File: src/rtl/reg_bank_wr_demux.sv
// Register bank for the multicycle datapath: a one-hot write demux feeds the storage,
// with a dedicated PC write port, two bypassed combinational read ports and a busy scoreboard.
module reg_bank_wr_demux #(
  parameter int DATA_W = 16,
  parameter int ADDR_W = 3,
  parameter int PC_REG = 7
) (
  input  logic              clk,
  input  logic              reset,
  input  logic              wr_en,
  input  logic [ADDR_W-1:0] wr_addr,
  input  logic [DATA_W-1:0] wr_data,
  input  logic              pc_wr,
  input  logic [DATA_W-1:0] pc_data,
  input  logic              busy_set,
  input  logic [ADDR_W-1:0] busy_addr,
  input  logic [ADDR_W-1:0] rd_addr_a,
  input  logic [ADDR_W-1:0] rd_addr_b,
  output logic [DATA_W-1:0] rd_data_a,
  output logic [DATA_W-1:0] rd_data_b,
  output logic              busy_a,
  output logic              busy_b,
  output logic [DATA_W-1:0] r7_out
);

  localparam int DEPTH = 2 ** ADDR_W;
  localparam logic [ADDR_W-1:0] PC_ADDR = ADDR_W'(PC_REG);

  logic [DATA_W-1:0] regs [DEPTH];
  logic [DEPTH-1:0]  busy;
  logic [DEPTH-1:0]  wr_dec;
  logic [DEPTH-1:0]  set_dec;
  logic [DEPTH-1:0]  busy_nxt;

  always_comb begin
    wr_dec  = '0;
    set_dec = '0;
    if (wr_en)    wr_dec[wr_addr]    = 1'b1;
    if (busy_set) set_dec[busy_addr] = 1'b1;
  end

  // Set is applied after clear so a new producer issued while the old one retires stays pending.
  assign busy_nxt = (busy & ~wr_dec) | set_dec;

  always_ff @(posedge clk) begin
    if (reset) begin
      for (int i = 0; i < DEPTH; i++) regs[i] <= '0;
      busy <= '0;
    end else begin
      for (int i = 0; i < DEPTH; i++) begin
        if (wr_dec[i])
          regs[i] <= wr_data;
        else if (pc_wr && (i == PC_REG))
          regs[i] <= pc_data;
      end
      busy <= busy_nxt;
    end
  end

  logic wr_hit_a, wr_hit_b, pc_hit_a, pc_hit_b;

  assign wr_hit_a = wr_en && (wr_addr == rd_addr_a);
  assign wr_hit_b = wr_en && (wr_addr == rd_addr_b);
  assign pc_hit_a = pc_wr && (rd_addr_a == PC_ADDR);
  assign pc_hit_b = pc_wr && (rd_addr_b == PC_ADDR);

  // Bypass order mirrors write priority: write-back beats the PC port, which beats storage.
  always_comb begin
    rd_data_a = regs[rd_addr_a];
    if (wr_hit_a)      rd_data_a = wr_data;
    else if (pc_hit_a) rd_data_a = pc_data;
  end

  always_comb begin
    rd_data_b = regs[rd_addr_b];
    if (wr_hit_b)      rd_data_b = wr_data;
    else if (pc_hit_b) rd_data_b = pc_data;
  end

  assign busy_a = busy[rd_addr_a] && !wr_hit_a;
  assign busy_b = busy[rd_addr_b] && !wr_hit_b;
  assign r7_out = regs[PC_REG];

endmodule

File: config.mk
export PLATFORM = sky130hd
export DESIGN_NAME = reg_bank_wr_demux
export DESIGN_NICKNAME = d
export VERILOG_FILES = /design/src/rtl/reg_bank_wr_demux.sv
export SDC_FILE = /design/constraint.sdc
export NUM_CORES = 1
export LEC_CHECK = 0
export BUFFER_PORTS_ARGS = -buffer_cell sky130_fd_sc_hd__clkbuf_2
export CAP_MARGIN = 30
export CORE_UTILIZATION = 25
export DETAILED_ROUTE_END_ITERATION = 8
export HOLD_SLACK_MARGIN = 0.06
export REMOVE_ABC_BUFFERS = 1
export SLEW_MARGIN = 20
export SYNTH_ARGS = -nofsm -noshare
export SYNTH_HDL_FRONTEND = slang
export SYNTH_SLANG_ARGS = --single-unit
File: constraint.sdc
create_clock -name clk -period 3.46 [get_ports clk]
set_input_delay 0.692 -clock clk [delete_from_list [all_inputs] [get_ports clk]]
set_output_delay 0.692 -clock clk [all_outputs]
set_load 0.01 [all_outputs]
======== After elaboration in Yosys (flattened, before gate mapping) ========
Memory sizes are Yosys's and may differ from the RTL's.
Index checks and enable logic that the tools add are counted.
cells by class
  $add $sub $neg .......................... 0
  multiply operators ...................... 0
  divide/modulo/power cells ............... 0
  $lt $le $gt $ge ......................... 6
  equal/unequal tests ..................... 4
  shift-type cells ........................ 0
  mux-type cells .......................... 53
  bitwise logic cells ..................... 12
  reductions and logical operators ........ 10
operators with widths
  kind                                                  count
  2-to-1 mux 16 bit                                     13
  2-to-1 mux 1 bit                                      34
  < comparator 3 x 4 -> 1 bit (second input constant)   4
  2-to-1 mux 8 bit                                      2
  bitwise OR 1 bit                                      9
  bitwise AND 8 bit                                     1
  logical AND 1 bit                                     8
  NOT 8 bit                                             1
  bitwise OR 8 bit                                      1
  binary-select mux 1 bit (select 3 bit)                2
  demux 1 bit (select 3 bit)                            2
  == test 3 bit                                         2
  == test 3 bit (second input constant)                 2
  >= comparator 3 x 1 -> 1 bit (second input constant)  2
  logical NOT 1 bit                                     2
storage, ports and cells
  bits in registers ....................... 8
  bits in latches ......................... 0
  RAM bits ................................ 128
  ROM bits ................................ 0
  output and inout port bits .............. 50
  memories kept ........................... 1
memory list
  name  depth  width  read ports  clocked after Yosys merged registers in  write ports  line  RTL
  regs  8      16     3           0                                        8            29    logic [DATA_W-1:0] regs [DEPTH];

======== Longest topological paths before layout ========
  depth after elaboration ................. 10
  gate-level depth with buffers ........... 7
  gate-level depth less buffers ........... 4

======== Least setup slack after synthesis ========
No wires, ideal clock.
  path type ............................... input-to-output
  start ................................... in rd_addr_a[0]
  end ..................................... out rd_data_a[0]
  data arrival time ....................... 1.914 ns
  path slack .............................. 0.854 ns
  cell stages on the path ................. 6
  path buffers ............................ 2
  cells stage by stage .................... buf_6 buf_6 mux4_1 mux2i_1 a211oi_1 a21o_1
on the way
  cells in the longest elaborated chain, start to end .. 4
  elaborated cells between the ends (all ways) .. 7
  classes of those cells .................. eq/ne: 2; mux: 2; reduce/logical: 2; memory: 1
ends and longest elaborated chain
  element                                                           line  RTL
  from (decl)                                                       17    input logic [ADDR_W-1:0] rd_addr_a,
  branches (longest 3 deep; another with memory read (8 x 16 bit))  --
  2-to-1 mux 16 bit *                                               70    if (wr_hit_a) rd_data_a = wr_data;
  to (decl)                                                         19    output logic [DATA_W-1:0] rd_data_a,
Mark *: on every way between the ends.

======== Worst setup path in the final report ========
  start ................................... in rd_addr_b[0]
  end ..................................... out rd_data_b[11]
on the way
  cells in the longest elaborated chain, start to end .. 4
  elaborated cells between the ends (all ways) .. 7
  classes of those cells .................. eq/ne: 2; mux: 2; reduce/logical: 2; memory: 1
ends and longest elaborated chain
  element                                                           line  RTL
  from (decl)                                                       18    input logic [ADDR_W-1:0] rd_addr_b,
  branches (longest 3 deep; another with memory read (8 x 16 bit))  --
  2-to-1 mux 16 bit *                                               76    if (wr_hit_b) rd_data_b = wr_data;
  to (decl)                                                         20    output logic [DATA_W-1:0] rd_data_b,
Marks and branches as above.

==> results.py <==
metrics = {
    "clock_network": {
        "hold_buffers": 0,
        "cts-root-buf": "clkbuf_16",
        "clk_pin_slew_ns": 0.06,
        "h-tree-depth": 4,
        "cts_buffers": 17,
        "post_cts_buffers": 0,
        "cts.sink_count": 136,
        "cts_buffer_depth": 2,
        "tritoncts": "done",
        "ctsResizeCount": 0,
        "clock_latency_ns": 0.43,
    },
    "placement": {
        "portBuffers": 98,
        "dp_slack_ns": 0.385,
        "hpwlAfterDp_um": 15700,
        "finalWeightedCongestion": 0.782,
        "placed_cell_area_sq_mm": 0.00884,
        "dpl.cell_count": 1076,
    },
    "global_route": {
        "grt_use_total_pct": 14.7,
        "grt_max_degree": 37,
        "grt.overflow.total": 0,
        "antenna_found_initial": 0,
        "grt_pass1_vias": 5661,
        "grt_pass1_wl_um": 35100,
    },
    "setup_path": {
        "cp_cell_sequence": "clkbuf_2, buf_12, mux4_1, mux2i_1, a211oi_1, a21o_1, clkbuf_2",
        "required_ns": 2.77,
        "cpPeakStageDelay_ns": 0.59,
        "slowest_stage": "mux4_1",
        "worst-setup-path-type": "in2out",
        "cp_max_fo": 36,
        "cp-end-kind": "output port",
        "startpoint_type": "primary input",
        "crit_path_frequent_cell": "clkbuf_2",
        "crit_arrival_ns": 2.40,
    },
    "layout": {
        "antenna_cells": 0,
        "post-route-util_pct": 30.6,
        "final_cells": 1108,
        "fillers": 3094,
        "area_delta_synth_final_pct": 19.7,
        "layout.nets": 748,
        "layout-drive-gt1-share_pct": 27.2,
        "final_area_sq_mm": 0.00944,
    },
    "synth": {
        "synth_seq_area_share_pct": 50.8,
        "synth_top_area_share_pct": 48.7,
        "ys_types": 33,
        "synth_seq_cells": 136,
        "ys_top_cells_by_area": "edfxtp_1 49%, mux4_1 12%, mux4_2 8.9%",
        "syn_area_sq_mm": 0.00789,
        "yosysWarnings": 0,
        "postSynthCellCount": 601,
        "async_flop_share_pct": 0,
        "synth_top_area_cell": "edfxtp_1",
        "synth_edf_count": 128,
        "synth_top_flop_cell": "edfxtp_1",
        "avgSynthCellArea_sq_um": 13.1,
    },
    "floorplan": {
        "ios": 99,
        "die_x_um": 180,
        "rows": 64,
        "die-area_sq_mm": 0.0323,
        "coreArea_sq_mm": 0.0308,
        "start_util_pct": 25.6,
        "die_h_um": 180,
    },
    "sta": {
        "slew_violations": 0,
        "tns_ns": 0,
        "fin_crit_ns": 3.10,
        "grt_setup_unrepaired": "no",
        "fin_skew_ns": 0,
        "finalHoldViolCount": 0,
        "slew_headroom_pct": 50.8,
        "tightest_slew_ns": 0.738,
        "period_share_pct": 89.5,
        "setup_ws_ns": 0.364,
        "setup_violations": 0,
        "fmaxAchievable_mhz": 323,
    },
    "detailed_routing": {
        "drc": 8,
        "ant_nets": 0,
        "drt-total-wl_um": 23100,
        "wl_per_cell_um": 20.8,
        "drtIter0Drc": 486,
        "vias_per_cell": 4.96,
        "first_pass_iters": 7,
        "vias": 5498,
    },
    "pwr": {
        "p_sw_share_pct": 25.6,
        "p_per_area_mw_per_mm2": 486,
        "power_leakage_uw": 0.00379,
        "pwr-share-seq_pct": 43.6,
        "vdd.ir_drop.worst_uv": 335,
        "switchingPower_uw": 1170,
        "clockPowerShare_pct": 39.8,
        "p_int_uw": 3420,
        "pwr-share-comb_pct": 16.6,
    },
    "run_status": {
        "violations": "DRC",
        "status": "finished, violations left",
    },
    "run": {
        "drv_cap": 0,
    },
    "min_path": {
        "hold_path_class": "reg2reg",
    },
}
[registers in the layout, summed over array words and instances (netlist names)]
signal  count
regs      128
busy        8
[placed cells by master (no fill, tap or decap), drive strengths merged]
cell and instances:
a31o 1, mux4 68, edfxtp 128, and4 2, clkbuf 121, a211oi 32
nor4bb 1, clkinv 6, xnor2 6, buf 33, a41oi 1, nand2 43
nor2b 4, a32o 2, inv 21, a21oi 3, nand4b 1, mux2i 34
a21o 32, dfxtp 8, nor2 135, o21ai 17, nand3 4, nand2b 1
a32oi 2, nor3b 1, and2 1, nand4 4
[power by group through the flow]
stage | clock network [uW] | logic (uW) | registers [uW]
6_report | 1830 | 764 | 2000
5_1_grt | 1920 | 830 | 2010
4_1_cts | 1850 | 775 | 2000
3_5_place_dp | 0 | 772 | 2030
3_3_place_gp | 0 | 767 | 2030
2_1_floorplan | 0 | 430 | 2010
[cell families (layout without fill, tap and decap cells)]
kind of cell | after synthesis | in the layout | synth area share [%]
XOR/XNOR | 6 | 6 | 0.666
AND/OR/NAND/NOR | 197 | 197 | 10.1
flip-flops | 136 | 136 | 50.8
multiplexers | 102 | 102 | 25.5
buffers and inverters | 70 | 181 | 4.96
AO/OA/AOI/OAI | 90 | 90 | 8.06
[through the flow]
stage | power (uW) | hold WS (ns)
floorplan | 2440 | 0.434
global placement | 2790 | 0.461
detailed placement | 2810 | 0.466
CTS | 4620 | 0.475
global route | 4760 | 0.500
finish | 4590 | 0.473
[per-layer routing]
| layer | part of all wire [%] | up-vias | global-route usage [%] |
|---|---|---|---|
| li1 | - | 2514 | - |
| met1 | 43 | 2783 | 17.9 |
| met2 | 50 | 175 | 25.0 |
| met3 | 6.0 | 26 | 4.48 |
| met4 | 1.5 | 0 | 4.21 |
| met5 | 0 | - | 0 |
[cells in the mapped netlist (all sizes together), types with 6 or more instances]
| library cell | n |
|---|---|
| mux4 | 68 |
| nor2 | 135 |
| mux2i | 34 |
| edfxtp | 128 |
| inv | 18 |
| a21o | 32 |
| xnor2 | 6 |
| nand2 | 43 |
| buf | 31 |
| o21ai | 17 |
| a211oi | 32 |
| clkbuf | 21 |
| dfxtp | 8 |
[critical path, delay by kind of cell]
kind,cells,cell delay (ns)
mux,2,0.88
buf+inv,3,0.49
compound gates,2,0.32
[worst paths after layout]
check | start | end | slack (ns) | depth (start not counted)
hold / removal | busy[7] | busy[7] | 0.47 | 2
setup / recovery | rd_addr_b[0] | rd_data_b[11] | 0.36 | 7
hold reg to reg | busy[7] | busy[7] | 0.47 | 2
setup reg to reg | busy[2] | busy[2] | 2.81 | 1
[layout make-up]
| cell class | count | area [sq um] | share of cell area [%] |
|---|---|---|---|
| well taps | 396 | 495 | 5.25 |
| clock buffers | 23 | 554 | 5.87 |
| repair buffers | 131 | 776 | 8.22 |
| flip-flops and latches | 136 | 4000 | 42.4 |
| inverters | 18 | 67.6 | 0.716 |
| clock inverters | 9 | 52.6 | 0.557 |
| multi-input cells | 395 | 3490 | 37.0 |
Note: power is estimated with default switching activity, not from simulation.
